--- src/rtl/operand_collector_pkg.sv ---
// Shared definitions for the operand collector: FSM encoding and default widths.
package operand_collector_pkg;

   typedef enum logic [1:0] {
      ST_WAIT  = 2'd0,
      ST_ISSUE = 2'd1,
      ST_CLEAR = 2'd2
   } oc_state_t;

   localparam int DEF_DATA_WIDTH   = 32;
   localparam int DEF_NUM_OPERANDS = 2;
   localparam int DEF_COUNT_WIDTH  = 16;

endpackage

--- src/rtl/operand_collector.sv ---
// Collects NumOperands ready operands, issues them as one bundle downstream,
// then pulses clear back to the operand registers.
module operand_collector
   import operand_collector_pkg::*;
#(
   parameter int DataWidth   = DEF_DATA_WIDTH,
   parameter int NumOperands = DEF_NUM_OPERANDS,
   parameter int CountWidth  = DEF_COUNT_WIDTH
) (
   input  logic                             clk,
   input  logic                             rst,
   input  logic                             stall,
   input  logic [NumOperands-1:0]           op_rdy,
   input  logic [NumOperands*DataWidth-1:0] op_data,
   output logic [NumOperands-1:0]           op_clr,
   output logic [NumOperands-1:0]           op_busy,
   output logic                             issue_valid,
   input  logic                             issue_ready,
   output logic [NumOperands*DataWidth-1:0] issue_data,
   output logic [CountWidth-1:0]            issue_count,
   output logic [1:0]                       dbg_state
);

   // Handshake: a bundle transfers on a rising edge where issue_valid=1,
   // issue_ready=1 and stall=0; issue_data is held stable while issue_valid=1.

   oc_state_t                        state_q, state_d;
   logic [NumOperands*DataWidth-1:0] data_q;
   logic [CountWidth-1:0]            count_q;
   logic                             capture;
   logic                             accept;

   always_comb begin
      state_d = state_q;
      capture = 1'b0;
      accept  = 1'b0;
      case (state_q)
         ST_WAIT: begin
            if (&op_rdy) begin
               capture = 1'b1;
               state_d = ST_ISSUE;
            end
         end
         ST_ISSUE: begin
            if (issue_ready) begin
               accept  = 1'b1;
               state_d = ST_CLEAR;
            end
         end
         ST_CLEAR: begin
            state_d = ST_WAIT;
         end
         default: begin
            state_d = ST_WAIT;
         end
      endcase
   end

   // Stall gates every register, so a held CLEAR keeps op_clr asserted.
   always_ff @(posedge clk or posedge rst) begin
      if (rst) begin
         state_q <= ST_WAIT;
         data_q  <= '0;
         count_q <= '0;
      end else if (!stall) begin
         state_q <= state_d;
         if (capture) begin
            data_q <= op_data;
         end
         if (accept) begin
            count_q <= count_q + CountWidth'(1);
         end
      end
   end

   always_comb begin
      issue_valid = (state_q == ST_ISSUE);
      op_busy     = {NumOperands{(state_q == ST_ISSUE) || (state_q == ST_CLEAR)}};
      op_clr      = {NumOperands{(state_q == ST_CLEAR)}};
      issue_data  = data_q;
      issue_count = count_q;
      dbg_state   = state_q;
   end

endmodule
--- config.mk ---
export PLATFORM = sky130hd
export DESIGN_NAME = operand_collector
export DESIGN_NICKNAME = d
export VERILOG_FILES = /design/src/rtl/operand_collector_pkg.sv /design/src/rtl/operand_collector.sv
export SDC_FILE = /design/constraint.sdc
export NUM_CORES = 1
export LEC_CHECK = 0
export ABC_AREA = 1
export CORE_MARGIN = 2
export CORE_UTILIZATION = 33
export CTS_BUF_LIST = sky130_fd_sc_hd__clkbuf_16
export CTS_CLUSTER_DIAMETER = 80
export DETAILED_ROUTE_END_ITERATION = 10
export GPL_TIMING_DRIVEN = 0
export PLACE_DENSITY = 0.74
export RECOVER_POWER = 50
export SLEW_MARGIN = 10
export SYNTH_ARGS = -nofsm -noshare
export SYNTH_HDL_FRONTEND = slang
export SYNTH_SLANG_ARGS = --single-unit
--- constraint.sdc ---
create_clock -name clk -period 6 [get_ports clk]
set_input_delay 0.6 -clock clk [delete_from_list [all_inputs] [get_ports clk]]
set_output_delay 0.6 -clock clk [all_outputs]
set_load 0.05 [all_outputs]
==> results.tsv, run 1 <==
stage	metric	value	unit
yosys	register area share after synthesis	0.539	
cts	CTS buffer count	9	
placement	worst slack, placed	3730	ps
final_layout	area of the multi-input gates	1170	um2
sta	setup_tns	0	ps
critical_path	Required @ worst endpoint	5400	ps
critical_path	Critical Path Source Type	flop	
run_status	status	finished clean	
cts	Hold Buf Count CTS	0	
die	Rows	39	
sta	Slew Viols, Final	0	
final_layout	area delta synth->final	49.3	%
cts	Post-CTS Setup Inserts	0	
sta	Final setup viols	0	
yosys	Netlist Area Pre-Place	3810	um2
final_layout	post-route design area	5690	um2
die	Initial Util	0.337	
pwr	VDD IR max	0.323	mV
final_layout	Final Util	0.502	
cts	root buf cell	clkbuf_16	
grt	first-pass GRT wire length	15.5	mm
sta	final hold vios	0	
routing	wire per inst	12.9	um
cts	Clock Latency Late Sink	320	ps
cts	Worst-path clk slew	60	ps
yosys	Most used DFF post-synth	dfrtp_1	
cts	post-CTS sizing	0	
critical_path	RR Startpoint	dbg_state[0]	
critical_path	CP max stage cell	clkdlybuf4s50_1	
yosys	warnings from Yosys	0	
routing	Iteration-0 DRC Markers	145	
yosys	Synth area leader	dfrtp_1	
run	number of max-cap violations	0	
routing	First-pass DRT Iterations	4	
die	die area	12400	um2
final_layout	commonest non-fill, non-tap cell in the layout	clkdlybuf4s50_1	
final_layout	FF/Latch Area	2050	um2
critical_path	Crit Path Max Fanout	4	
yosys	Synth top area share	0.539	
routing	DRC errors left	0	
placement	Placer Congestion	0.808	
critical_path	reg-to-reg endpoint	issue_data[63]	
sta	RSZ-0062 raised after global routing	no	
grt	GR Overflow Total	0	
routing	Via density	4.38	
yosys	share of flip-flops with an asynchronous set or reset	1.00	
cts	CTS tree	done	
sta	setup ws final	3370	ps
die	# IOs	157	
critical_path	crit path DAT	2030	ps
die	CORE AREA	11300	um2
sta	min Tclk post-route	2630	ps
sta	worst slew pin tran	1120	ps
final_layout	ant diodes	0	
grt	initial antenna violation count	0	
grt	GRT Overall Usage	0.152	
die	die outline height	111	um
die	DIE WIDTH	111	um
sta	Max Clk Rate	0.381	GHz
routing	Vias	3114	
sta	Slew headroom	0.247	
critical_path	CP endpoint	op_busy[1]	
yosys	top area cells in the synthesized netlist	dfrtp_1 (54%), o21ai_2 (14%), nand2_1 (10%), inv_1 (7.8%), buf_6 (2.7%)	
yosys	syn_nets	470	
critical_path	crit path from	dbg_state[1]	
critical_path	max incr delay on CP	780	ps
critical_path	flop2flop setup slack	3600	ps
routing	drt total wl	9.19	mm
placement	IO buf count	156	
final_layout	Fillers	1095	
cts	clk sink count	82	
cts	H-tree depth	3	
yosys	FF+latch count, synth	82	
yosys	Syn Area/Cell	9.65	um2
pwr	pwr dens	590	nW/um2
critical_path	Worst Setup End Kind	primary output	
final_layout	count of nets after finishing	638	
critical_path	WS Path Type	flop to primary output	
grt	number of global-route vias before repair	3147	
min_path	HP Class	flop to flop	
yosys	Netlist cell types	23	
grt	pin count of the biggest net entering global routing	60	
yosys	Gate Count Post-Synth	395	
yosys	number of synthesized flops with an enable pin	0	
pwr	leak pwr	2.73	nW
cts	CTS Buffer Depth	2	
routing	number of nets still failing antenna checks after routing	0	
placement	Detailed Place HPWL	6.90	mm
critical_path	CP cell instances	inv_1, ha_1, buf_4, clkdlybuf4s50_1	
final_layout	commonest cells after routing, fill and taps aside	clkdlybuf4s50_1 (154), nand2_1 (103), dfrtp_1 (82), inv_1 (81), o21ai_2 (41)	
sta	Clock Skew	4.79	ps
final_layout	layout cells sized above 1	0.111	
sta	crit share post-route	0.438	
placement	placed cell area	5580	um2
critical_path	reg2reg path depth	6	
how the worst min path moves through the flow:
stage	start	endpoint	cells after the start
floorplan	op_data[0]	issue_data[0]	2
global placement	issue_data[52]	issue_data[52]	2
detailed placement	issue_data[51]	issue_data[51]	2
CTS	issue_data[51]	issue_data[51]	2
global route	issue_data[51]	issue_data[51]	2
finish	issue_data[56]	issue_data[56]	2
cell usage after synthesis (2+ instances only):
library cell    n
nand3b_1        2
nand3_1         6
o21ai_2        60
nand2_1       102
nor2_2          2
nor2_4          3
nand2_2         2
o21ai_0         4
ha_1            5
inv_1          79
o21ai_1         6
xor2_1          3
buf_4           3
nor3_1          2
buf_8           4
dfrtp_1        82
nor2_1         12
xnor2_1         5
buf_6           9
critical path: cells and delay by family (launching register included):
family                   cells  cell delay (ps)
buffers and inverters        3              990
adder cells (fa/ha/maj)      1              300
flip-flops                   1              410
state kept, by name, indices dropped and copies added, names as in the netlist:
name	count
issue_count	16
issue_data	64
dbg_state	2
final cells by class:
cell class,count,share of cell area
buffer,16,0.0205
clock buffer,9,0.0396
clock inverter,7,0.00924
inverter,80,0.0530
multi-input combinational,217,0.206
sequential,82,0.361
tap,143,0.0315
timing repair buffer,157,0.279
per-layer routing:
metal / vias to the layer above / track usage / part of all wire
li1: 1532 / - / -
met1: 1464 / 0.192 / 0.44
met2: 108 / 0.253 / 0.48
met3: 10 / 0.0376 / 0.066
met4: 0 / 0.0576 / 0.015
met5: - / 0 / 0
through the flow:
step	hold WS [ps]	instances	power [W]
after floorplan	730	395	0.00223
after detailed placement	468	695	0.00291
final	477	711	0.00335
after global routing	496	711	0.00351
after CTS	482	711	0.00344
after global placement	463	694	0.00287
report_power, final:
group          total (W)  internal, W  switching [W]
clock           0.000515     0.000313       0.000202
combinational    0.00190     0.000635        0.00127
sequential      0.000935     0.000792       0.000143
logic make-up (layout without fill, tap and decap cells):
logic type,Yosys count,after routing,synth area share
AO/OA/AOI/OAI,71,71,0.152
flip-flops,82,82,0.539
adder cells (fa/ha/maj),5,5,0.0164
buffers and inverters,96,269,0.127
AND/OR/NAND/NOR,133,133,0.147
XOR/XNOR,8,8,0.0184
No activity file was read; power rests on OpenSTA's default activity.
==> run 2, diff against run 1 <==
--- a/config.mk
+++ b/config.mk
@@ -12,7 +12,7 @@
 export CTS_CLUSTER_DIAMETER = 80
 export DETAILED_ROUTE_END_ITERATION = 10
 export GPL_TIMING_DRIVEN = 0
-export PLACE_DENSITY = 0.74
+export PLACE_DENSITY = 0.77
 export RECOVER_POWER = 50
 export SLEW_MARGIN = 10
 export SYNTH_ARGS = -nofsm -noshare
==> constraint.sdc (replaced) <==
create_clock -name clk -period 2.4 [get_ports clk]
set_input_delay 0.24 -clock clk [delete_from_list [all_inputs] [get_ports clk]]
set_output_delay 0.24 -clock clk [all_outputs]
set_load 0.05 [all_outputs]
==> results.tsv, run 2 (synthesized netlist as in run 1, its figures left out) <==
stage	metric	value	unit	change
pwr	VDD IR max	0.821	mV	+150%
sta	crit share post-route	0.935		
cts	post-CTS sizing	0		unchanged
sta	setup_tns	0	ps	unchanged
cts	CTS tree	done		
die	Initial Util	0.337		unchanged
die	Rows	39		unchanged
run_status	failing checks	capacitance limit, slew limit		
die	DIE WIDTH	111	um	unchanged
grt	first-pass GRT wire length	15.5	mm	+0.18%
routing	Via density	4.32		-1.4%
placement	worst slack, placed	495	ps	-3230 ps
sta	worst slew pin tran	1610	ps	+481 ps
die	die outline height	111	um	unchanged
final_layout	max FFs per register	64		unchanged
critical_path	Critical Path Source Type	flop		
cts	Worst-path clk slew	60	ps	about the same
critical_path	Worst Setup End Kind	primary output		
sta	Slew headroom	-0.0714		-0.318
die	die area	12400	um2	unchanged
cts	CTS Buffer Depth	2		unchanged
critical_path	Required @ worst endpoint	2160	ps	-3240 ps
pwr	leak pwr	2.75	nW	+0.89%
sta	final hold vios	0		unchanged
sta	Slew Viols, Final	42		+42
final_layout	area delta synth->final	50.0	%	
placement	Placer Congestion	0.817		+1.1%
critical_path	CP max stage cell	clkdlybuf4s50_1		
routing	Iteration-0 DRC Markers	111		-23%
grt	GRT Overall Usage	0.153		+0.000632
grt	GR Overflow Total	0		unchanged
cts	Clock Latency Late Sink	320	ps	about the same
run_status	status	finished, violations left		
routing	Vias	3066		-1.5%
cts	CTS buffer count	9		unchanged
sta	min Tclk post-route	2240	ps	
critical_path	Worst Path Buf+Inv	3		unchanged
grt	initial antenna violation count	0		unchanged
sta	setup ws final	156	ps	-3220 ps
final_layout	commonest cells after routing, fill and taps aside	clkdlybuf4s50_1 (155), nand2_1 (103), dfrtp_1 (82), inv_1 (81), o21ai_2 (39)		
critical_path	reg2reg path depth	6		unchanged
cts	H-tree depth	3		unchanged
grt	number of global-route vias before repair	3252		+3.3%
critical_path	critical path depth	4		unchanged
final_layout	layout cells sized above 1	0.125		+0.0143
placement	Detailed Place HPWL	7.11	mm	+3.2%
sta	Max Clk Rate	0.446	GHz	
critical_path	family with the most delay on the worst path	buffers and inverters		
die	CORE AREA	11300	um2	unchanged
critical_path	WS Path Type	flop to primary output		
min_path	HP Class	input pin to flop		
critical_path	max incr delay on CP	780	ps	about the same
final_layout	commonest non-fill, non-tap cell in the layout	clkdlybuf4s50_1		
final_layout	count of nets after finishing	638		unchanged
routing	number of nets still failing antenna checks after routing	0		unchanged
routing	First-pass DRT Iterations	4		unchanged
sta	RSZ-0062 raised after global routing	no		
run	number of max-cap violations	1		+1
min_path	WHS Path Cells	3		+1
critical_path	CP cell instances	inv_1, ha_1, buf_4, clkdlybuf4s50_1		
pwr	pwr dens	1470	nW/um2	+150%
critical_path	Crit Path Max Fanout	4		unchanged
routing	drt total wl	9.24	mm	+0.53%
cts	Post-CTS Setup Inserts	0		unchanged
placement	IO buf count	156		unchanged
final_layout	ant diodes	0		unchanged
routing	DRC errors left	0		unchanged
sta	Clock Skew	5.71	ps	+0.916 ps
grt	pin count of the biggest net entering global routing	43		-28%
critical_path	crit path DAT	2000	ps	-30 ps
cts	clk sink count	82		unchanged
cts	Hold Buf Count CTS	0		unchanged
sta	Final setup viols	0		unchanged
routing	wire per inst	13.0	um	+0.67%
die	# IOs	157		unchanged
cts	root buf cell	clkbuf_16		
[run 2: worst paths after layout]
kind | slack (ps) | from | to
setup / recovery | 160 | dbg_state[0] | op_busy[1]
hold / removal | 460 | op_data[61] | issue_data[61]
setup reg to reg | 190 | dbg_state[0] | issue_data[28]
hold reg to reg | 480 | issue_data[32] | issue_data[32]
max in group asynchronous | 450 | rst | issue_count[2]
min in group asynchronous | 860 | rst | issue_data[24]
[run 2: area by class of cell]
| class | count | area (um2) |
|---|---|---|
| fill | 1054 | 5610 |
| sequential | 82 | 2050 |
| timing repair buffer | 157 | 1570 |
| multi-input combinational | 217 | 1180 |
| inverter | 80 | 300 |
| clock buffer | 9 | 225 |
| tap | 143 | 179 |
| buffer | 16 | 155 |
| clock inverter | 6 | 51.3 |
[run 2: through the flow]
stage	cell area [um2]	cells	power, W	util	hold slack [ps]
floorplan	3810	395	0.00558	-	370
global placement	5550	694	0.00718	0.490	465
global route	5710	710	0.00878	0.505	475
detailed placement	5570	695	0.00728	0.492	468
CTS	5850	710	0.00861	0.517	346
finish	5710	710	0.00839	0.505	457
[run 2: tightest hold or removal path, delay by kind of cell]
family,cells,cell delay [ps]
AO/OA/AOI/OAI,1,60
buffers and inverters,2,450
[run 2: power by group]
| group | switching (W) | internal, W |
|---|---|---|
| clock | 0.000512 | 0.000785 |
| combinational | 0.00316 | 0.00159 |
| sequential | 0.000361 | 0.00198 |
[run 2: per-layer routing]
metal  vias to the layer above  GRT usage  routed length [um]
li1                       1525          -                   -
met1                      1427      0.190                4030
met5                         -          0                   0
met3                        13     0.0403                 589
met2                       101      0.257                4480
met4                         0     0.0576                 130
==> run 3, diff against run 2 <==
--- a/config.mk
+++ b/config.mk
@@ -14,6 +14,7 @@
 export GPL_TIMING_DRIVEN = 0
 export PLACE_DENSITY = 0.77
 export RECOVER_POWER = 50
+export SKIP_CTS_REPAIR_TIMING = 1
 export SLEW_MARGIN = 10
 export SYNTH_ARGS = -nofsm -noshare
 export SYNTH_HDL_FRONTEND = slang
==> results of run 3 <==
Final layout, timing and power as in run 2 (identical DEF).
